### src/rtl/es_muldiv_unit.sv
// Multi-cycle multiply/divide engine with architectural HI/LO registers.
// Multiplies complete after MUL_LAT cycles; divides use a radix-2 restoring loop.
module es_muldiv_unit #(
    parameter int DATA_W  = 32,
    parameter int MUL_LAT = 2
) (
    input  logic              clk,
    input  logic              reset,
    input  logic              req_valid,
    output logic              req_ready,
    input  logic [1:0]        req_op,
    input  logic [DATA_W-1:0] req_src1,
    input  logic [DATA_W-1:0] req_src2,
    input  logic              flush,
    output logic              busy,
    output logic              done,
    output logic [DATA_W-1:0] res_hi,
    output logic [DATA_W-1:0] res_lo,
    input  logic              hi_we,
    input  logic              lo_we,
    input  logic [DATA_W-1:0] hilo_wdata,
    output logic [DATA_W-1:0] hi,
    output logic [DATA_W-1:0] lo
);

    localparam logic [1:0] S_IDLE = 2'd0;
    localparam logic [1:0] S_MUL  = 2'd1;
    localparam logic [1:0] S_DIV  = 2'd2;
    localparam logic [1:0] S_DONE = 2'd3;

    localparam int CNT_W = $clog2(DATA_W + MUL_LAT + 1);
    localparam logic [CNT_W-1:0] MUL_LAST = CNT_W'(MUL_LAT - 1);
    localparam logic [CNT_W-1:0] DIV_LAST = CNT_W'(DATA_W);

    logic [1:0]        state;
    logic [CNT_W-1:0]  count;
    logic              sgn_q;
    logic [DATA_W-1:0] a_q, b_q;
    logic [DATA_W-1:0] rem, quo, dvs;

    logic                req_sgn;
    logic [DATA_W-1:0]   abs_src1, abs_src2;
    logic                mul_sgn;
    logic [DATA_W-1:0]   mul_a, mul_b;
    logic [2*DATA_W-1:0] mul_a_ext, mul_b_ext, product;
    logic [DATA_W:0]     shifted;
    logic                div_ge, div0, neg_q, neg_r;
    logic [DATA_W-1:0]   rem_nx, quo_nx, q_fix, r_fix;

    assign req_ready = (state == S_IDLE) && !flush;
    assign busy      = (state != S_IDLE);
    assign done      = (state == S_DONE) && !flush;

    // Operands are taken straight from the request while idle so MUL_LAT==1 can finish in one cycle.
    always_comb begin
        req_sgn  = ~req_op[0];
        abs_src1 = (req_sgn && req_src1[DATA_W-1]) ? -req_src1 : req_src1;
        abs_src2 = (req_sgn && req_src2[DATA_W-1]) ? -req_src2 : req_src2;
        if (state == S_IDLE) begin
            mul_sgn = req_sgn;
            mul_a   = req_src1;
            mul_b   = req_src2;
        end else begin
            mul_sgn = sgn_q;
            mul_a   = a_q;
            mul_b   = b_q;
        end
        mul_a_ext = {{DATA_W{mul_sgn & mul_a[DATA_W-1]}}, mul_a};
        mul_b_ext = {{DATA_W{mul_sgn & mul_b[DATA_W-1]}}, mul_b};
        product   = mul_a_ext * mul_b_ext;
    end

    always_comb begin
        shifted = {rem, quo[DATA_W-1]};
        div_ge  = shifted >= {1'b0, dvs};
        rem_nx  = div_ge ? (shifted[DATA_W-1:0] - dvs) : shifted[DATA_W-1:0];
        quo_nx  = {quo[DATA_W-2:0], div_ge};
        div0    = (b_q == '0);
        neg_q   = sgn_q & (a_q[DATA_W-1] ^ b_q[DATA_W-1]);
        neg_r   = sgn_q & a_q[DATA_W-1];
        q_fix   = div0 ? '1  : (neg_q ? -quo_nx : quo_nx);
        r_fix   = div0 ? a_q : (neg_r ? -rem_nx : rem_nx);
    end

    always_ff @(posedge clk or posedge reset) begin
        if (reset) begin
            state  <= S_IDLE;
            count  <= '0;
            sgn_q  <= 1'b0;
            a_q    <= '0;
            b_q    <= '0;
            rem    <= '0;
            quo    <= '0;
            dvs    <= '0;
            res_hi <= '0;
            res_lo <= '0;
            hi     <= '0;
            lo     <= '0;
        end else begin
            case (state)
                S_IDLE: begin
                    if (hi_we) hi <= hilo_wdata;
                    if (lo_we) lo <= hilo_wdata;
                    if (req_valid && req_ready) begin
                        sgn_q <= req_sgn;
                        a_q   <= req_src1;
                        b_q   <= req_src2;
                        count <= CNT_W'(1);
                        if (!req_op[1]) begin
                            if (MUL_LAT == 1) begin
                                state  <= S_DONE;
                                res_hi <= product[2*DATA_W-1:DATA_W];
                                res_lo <= product[DATA_W-1:0];
                            end else begin
                                state <= S_MUL;
                            end
                        end else begin
                            state <= S_DIV;
                            rem   <= '0;
                            quo   <= abs_src1;
                            dvs   <= abs_src2;
                        end
                    end
                end
                S_MUL: begin
                    if (flush) begin
                        state <= S_IDLE;
                    end else if (count == MUL_LAST) begin
                        state  <= S_DONE;
                        res_hi <= product[2*DATA_W-1:DATA_W];
                        res_lo <= product[DATA_W-1:0];
                    end else begin
                        count <= count + 1'b1;
                    end
                end
                S_DIV: begin
                    if (flush) begin
                        state <= S_IDLE;
                    end else begin
                        rem   <= rem_nx;
                        quo   <= quo_nx;
                        count <= count + 1'b1;
                        // Final iteration and sign fix-up share the edge entering DONE.
                        if (count == DIV_LAST) begin
                            state  <= S_DONE;
                            res_hi <= r_fix;
                            res_lo <= q_fix;
                        end
                    end
                end
                default: begin
                    state <= S_IDLE;
                    if (!flush) begin
                        hi <= res_hi;
                        lo <= res_lo;
                    end
                end
            endcase
        end
    end

endmodule
### config.mk
export PLATFORM = sky130hd
export DESIGN_NAME = es_muldiv_unit
export DESIGN_NICKNAME = d
export VERILOG_FILES = /design/src/rtl/es_muldiv_unit.sv
export SDC_FILE = /design/constraint.sdc
export NUM_CORES = 2
export LEC_CHECK = 0
export BUFFER_PORTS_ARGS = -buffer_cell sky130_fd_sc_hd__buf_2
export CORE_MARGIN = 4
export CORE_UTILIZATION = 53
export DETAILED_ROUTE_END_ITERATION = 10
export GPL_ROUTABILITY_DRIVEN = 0
export GPL_TIMING_DRIVEN = 1
export PLACE_DENSITY = 0.7
export SLEW_MARGIN = 20
export SYNTH_ARGS = -nofsm -noshare
export SYNTH_HDL_FRONTEND = slang
export SYNTH_SLANG_ARGS = --single-unit
### constraint.sdc
create_clock -name clk -period 23.7 [get_ports clk]
set_input_delay 4.74 -clock clk [delete_from_list [all_inputs] [get_ports clk]]
set_output_delay 4.74 -clock clk [all_outputs]
set_load 0.02 [all_outputs]
## Yosys cells after proc, flatten, opt, wreduce, memory -nomap -nowiden

Index checks and enable logic that the tools add are counted.

| storage, ports and cells | value |
|---|---|
| register bits after elaboration | 297 |
| input port bits | 104 |
| output and inout bits | 131 |
| logic and storage cells | 111 |

| operators by class | value |
|---|---|
| add/sub/neg operators | 6 |
| multipliers | 1 |
| order comparisons | 1 |
| eq/ne operators | 17 |
| muxes and demuxes | 46 |
| bitwise operators | 7 |
| reduce and logical (&&, ||, !) cells | 21 |

Operators by type and width:

| operator | number |
|---|---|
| two-way mux 32 bit | 27 |
| case mux 32 bit (2 select lines) | 6 |
| negation 32 bit | 4 |
| multiplier 33 x 33 -> 64 bit | 1 |
| >= comparator 33 x 32 -> 1 bit | 1 |
| zero test 32 bit | 1 |
| subtractor 32 bit | 1 |
| two-way mux 6 bit | 4 |
| case mux 6 bit (3 select lines) | 1 |
| inequality test 2 bit, second input constant | 8 |
| two-way mux 2 bit | 6 |
| AND reduction 3 bit | 4 |
| AND reduction 5 bit | 2 |
| adder 6 x 1 -> 6 bit, second input constant | 1 |
| equality test 6 x 1 -> 1 bit, second input constant | 1 |
| equality test 6 bit, second input constant | 1 |
| inequality test 3 bit, second input constant | 2 |
| case mux 2 bit (3 select lines) | 1 |
| nonzero test 2 bit | 3 |
| logical AND 1 bit | 5 |
| bitwise AND 1 bit | 4 |
| equality test 2 bit, second input constant | 2 |
| inequality test 2 x 1 -> 1 bit, second input constant | 2 |
| AND reduction 4 bit | 1 |
| 9 further kinds | 10 |

## Logic depth before layout (Yosys ltp)

| depth | value |
|---|---|
| word-level depth | 8 |
| mapped depth | 37 |
| mapped depth without buffers | 35 |

## Worst setup path before layout

No wires, ideal clock.

| path | value |
|---|---|
| path type | input to register |
| start | input port req_src2[10] |
| end | register res_hi[31] |
| setup time | 0.124 ns |
| arrival | 12.640 ns |
| required time | 23.576 ns |
| slack | 10.937 ns |
| stages on the path | 26 |
| buffers on the path | 2 |
| cells stage by stage | clkbuf_1 mux2i_1 clkbuf_1 nor2_1 fa_1 inv_1 fa_1 inv_1 fa_1 inv_1 fa_1 fa_1 fa_1 fa_1 fa_1 inv_1 ha_1 a21o_1 a21o_1 or4_1 a21oi_1 o31ai_1 a221oi_1 xnor2_1 a21oi_1 o31a_1 |

| between the ends | value |
|---|---|
| longest elaborated chain between the ends | 5 |

RTL lines:

| item | RTL line | source |
|---|---|---|
| start, declared | 13 | `input logic [DATA_W-1:0] req_src2,` |
| two-way mux 32 bit | 59 | `if (state == S_IDLE) begin` |
| multiplier 33 x 33 -> 64 bit | 70 | `product = mul_a_ext * mul_b_ext;` |
| two-way mux 32 bit | 128 | `end else if (count == MUL_LAST) begin` |
| two-way mux 32 bit | 126 | `if (flush) begin` |
| case mux 32 bit (2 select lines) | 100 | `case (state)` |
| end signal, assigned | 112 | `res_hi <= product[2*DATA_W-1:DATA_W];` |
| end signal, assigned | 130 | `res_hi <= product[2*DATA_W-1:DATA_W];` |
| end signal, assigned | 146 | `res_hi <= r_fix;` |
| end, declared | 17 | `output logic [DATA_W-1:0] res_hi,` |

Every way passes these cells. The select of a mux whose other input is x is not followed.
A chain may end at the register's enable or synchronous reset.

## Worst setup path after layout

| path | value |
|---|---|
| start | input port req_src1[27] |
| end | register res_hi[31] |

| between the ends | value |
|---|---|
| longest elaborated chain between the ends | 5 |

RTL lines:

| item | RTL line | source |
|---|---|---|
| start, declared | 12 | `input logic [DATA_W-1:0] req_src1,` |
| two-way mux 32 bit | 59 |  |
| multiplier 33 x 33 -> 64 bit | 70 |  |
| two-way mux 32 bit | 128 |  |
| two-way mux 32 bit | 126 |  |
| case mux 32 bit (2 select lines) | 100 |  |

Every way passes these cells. The select of a mux whose other input is x is not followed.

==> impl.org <==
** Clock tree
- Number of CTS-inserted buffers :: 31
- Buffer depth of the longest clock path :: 3
- Clock latency on the worst-skew pair, taken at its later pin, is 600 ps.
- In this run the number of H-tree levels came out at 1.
- Number of buffers inserted for hold repair after clock tree synthesis :: 0
- Buffer count from post-CTS setup fixing :: 0
- Root buffer cell :: clkbuf_16
- The clock drives 297 sinks.
- Count of instances resized after the clock tree is built :: 0
- TritonCTS clock tree :: built
- After clock tree synthesis, the clock-pin slew on the worst setup and hold paths is 60 ps.

** GRT
- Overall routing resource usage :: 33.5%
- Via count of the first global-routing pass :: 47450
- Antenna violations before repair :: 12
- The first global-routing pass estimated 285 mm of wire.
- Entering global routing, the biggest net connects 105 pins.
- Total overflow reported by the global router :: 0

** Finish
- Cells with a size suffix above 1 make up 8.96% of the layout.
- Area added between synthesis and finish :: 6.64%
- For this run, the share of the core covered by cells in the final layout is 56.9%.
- At the end of the flow, the number of nets in the layout was 7838.

** STA
- The smallest clock period supported by the final layout is computed as 14080 ps.
- Worst-case headroom to the max-slew limit :: 16.4%
- Transition at the pin with the smallest max-transition slack :: 1230 ps
- Final period utilization :: 59.4%
- For the final routed database, the setup TNS stands at 0 ps.
- Timing would allow up to 0.0710 GHz.
- Worst Skew :: 13.4 ps
- Total count of max-transition violations in the final report :: 0
- RSZ-0062 raised after global routing :: no
- Count of final setup violators :: 0
- Final Hold Violating Endpoints :: 0

** Routing
- Post-route antenna net violation count :: 0
- Wires add up to 186 mm.
- Via-per-instance ratio :: 5.93
- Detailed-route DRC error count :: 0
- For this run, the detailed router's first-pass iteration total came to 8.
- Overall via count from detail_route :: 46091
- Dividing the detail-routed wire length by the instance count gives 23.9 microns.
- DRC marker count from the first detailed-route iteration :: 4527

** Floorplanning
- Effective utilization at floorplan :: 53.4%
- Row count :: 119
- In this run the count of I/O pins placed on the die edge is 235.
- The die is 334 microns wide.
- Floorplan die area :: 111000 sq um
- Area of the core :: 105000 sq um
- Y dimension of the die :: 334 microns

** Synth
- For this run, the leading register cell type out of synthesis is dfrtp_1.
- Post-synth ARST share :: 100%
- Instance count of the mapped netlist :: 6314
- Counting flops and latches in the post-synthesis netlist gives 297.
- Number of enable-type register cells in the synthesized netlist :: 0
- After synthesis the cells add up to 56200 sq um.
- Summing the sequential cell areas from Yosys gives 13.2% of the chip area.
- Yosys warns :: 0
- After synthesis, the mean cell area works out to 8.90 sq um.
- Net count after synthesis :: 7801
- In this run, distinct cell masters in the synthesized netlist total 91.

** Worst hold path
- The worst hold path belongs to the class flop to flop.
- The worst hold path terminates at dvs[30].
- Along the worst hold path, the cell count comes to 2.
- Worst min-delay path startpoint :: dvs[30]

** Critical path
- CP Data Arrival Time :: 14560 ps
- The slowest stage of the critical path belongs to the cell mux2i_1.
- STA classifies the critical path startpoint as an input port.
- STA puts the critical path data required time at 24190 ps.
- Depth of the most critical reg-to-reg path :: 32
- Critical Setup Path Class :: input port to flop
- Across all register-to-register paths, the minimum setup slack is 11750 ps.
- The endpoint identified for the worst register-to-register timing path is res_hi[31].
- CP most frequent cell :: fa_1
- CP bufs+invs :: 7
- On the critical path the largest part of the delay comes from adder cells.
- Maximum fanout encountered on the critical timing path :: 9
- The startpoint identified for the worst register-to-register timing path is state[0].
- The largest single stage delay on the critical path is 960 ps.
- The worst setup path is captured at a flop.

** Place
- Estimated wirelength of the detail-placed design :: 147 mm
- In this run the tool buffered the top-level ports with 234 buffer cells.

** Run
- The tool flagged a number of max-cap violations equal to 0.

** Status
- Status :: complete, no violations
[worst register-to-register path, delay by kind of cell (launching register included)]
kind	cells	cell delay, ps
muxes	1	970
adders and majority gates	10	5170
AOI/OAI and AO/OA	8	2160
xor gates and xnor gates	1	370
DFF	1	420
buffers and inverters	9	1470
and+or+nand+nor	3	1270
[how the worst max path moves through the flow]
stage                             from    endpoint  depth (start not counted)
final                     req_src1[27]  res_hi[31]                         30
after global routing         req_op[0]  res_hi[31]                         27
after CTS                    req_op[0]  res_hi[31]                         29
after detailed placement     req_op[0]  res_hi[31]                         27
after global placement       req_op[0]  res_hi[31]                         29
after floorplan                  reset      a_q[0]                          1
[final cells by class]
type                    count  area, sq um
clock inverters            20          272
well taps                1391         1740
clock buffers              38          852
multi-input cells        4511        43300
fillers                  9391        45300
diodes                      7         17.5
flip-flops and latches    297         7430
inverters                1190         4470
repair buffers            320         1820
[synthesized netlist by cell type (13+ instances only)]
| cell | n | share of area, % |
|---|---|---|
| a31oi_1 | 36 | 0.40 |
| dfrtp_1 | 297 | 13 |
| nor3_1 | 54 | 0.48 |
| fa_1 | 1126 | 40 |
| nand3_1 | 29 | 0.26 |
| o21a_1 | 13 | 0.17 |
| a21o_1 | 54 | 0.72 |
| xnor2_1 | 115 | 1.8 |
| nand2_1 | 957 | 6.4 |
| clkbuf_1 | 268 | 1.8 |
| buf_2 | 13 | 0.12 |
| o22ai_1 | 33 | 0.37 |
| inv_1 | 1188 | 7.9 |
| xor2_1 | 85 | 1.3 |
| nor2_1 | 599 | 4.0 |
| or3_1 | 28 | 0.31 |
| nand2b_1 | 22 | 0.24 |
| a21oi_1 | 253 | 2.3 |
| buf_1 | 32 | 0.21 |
| o211ai_1 | 18 | 0.24 |
| o21ai_0 | 220 | 2.0 |
| and3_1 | 25 | 0.28 |
| nor4_1 | 26 | 0.29 |
| mux2_2 | 126 | 2.5 |
| o31ai_1 | 31 | 0.41 |
| ha_1 | 257 | 5.7 |
| and2_1 | 34 | 0.38 |
| nand4_1 | 19 | 0.21 |
| mux2i_1 | 141 | 2.5 |
[per-layer routing]
layer	global-route usage, %	up-vias	part of all wire [%]
li1	-	19610	-
met1	43.0	23188	37
met2	52.8	2628	45
met3	8.44	657	12
met4	17.4	8	6.8
met5	0	-	0.026
[sequential cells by signal, summed over array words and instances (netlist names)]
| name | cells |
|---|---|
| hi | 32 |
| lo | 32 |
| count | 6 |
| state | 2 |
| rem | 32 |
| res_lo | 32 |
| res_hi | 32 |
| a_q | 32 |
| b_q | 32 |
| sgn_q | 1 |
| quo | 32 |
| dvs | 32 |
[cells by family (layout without fill, tap and decap cells)]
group	after synthesis	after routing	synth area share [%]
mux	269	269	5.10
compound gates	795	795	8.72
xor+xnor	200	200	3.12
fa+ha+maj	1383	1383	45.8
buf+inv	1506	1568	10.1
other cells	0	7	0
flops	297	297	13.2
simple gates	1864	1864	13.9
[stage by stage]
step / setup WS (ps) / hold WS [ps] / instances / cell area [sq um]
global route: 9290 / 514 / 7768 / 59900
global placement: 9380 / 463 / 7709 / 58700
finish: 9620 / 483 / 7774 / 59900
CTS: 9890 / 486 / 7767 / 59900
detailed placement: 9280 / 471 / 7709 / 58700
floorplan: 10760 / 449 / 6314 / 56200
[cells in the final DEF, fill, tap and decap left out, types with 11 or more instances in the layout]
cell type / synthesis / layout
and3_1: 25 / 25
nor2b_1: 12 / 11
nand2_1: 957 / 956
mux2i_1: 141 / 113
o22ai_1: 33 / 33
buf_2: 13 / 234
and2_1: 34 / 34
o211ai_1: 18 / 18
nor2_1: 599 / 596
o21a_1: 13 / 13
mux2_2: 126 / 126
dfrtp_1: 297 / 297
a21o_1: 54 / 53
a21oi_1: 253 / 253
nand4_1: 19 / 19
o31ai_1: 31 / 31
xor2_1: 85 / 85
inv_1: 1188 / 1187
clkbuf_16: 0 / 31
nor3b_1: 12 / 12
a221oi_1: 12 / 12
nand3_1: 29 / 28
nand2b_1: 22 / 22
or3_1: 28 / 27
xnor2_1: 115 / 115
a31oi_1: 36 / 36
o21ai_0: 220 / 220
buf_4: 1 / 86
ha_1: 257 / 255
nor4_1: 26 / 26
fa_1: 1126 / 1126
or4_1: 11 / 11
mux2i_2: 1 / 21
nor3_1: 54 / 53
Power is left out: the tool's default activity adds up to more than one toggle a clock period on the data nets, which glitch-free logic cannot reach.
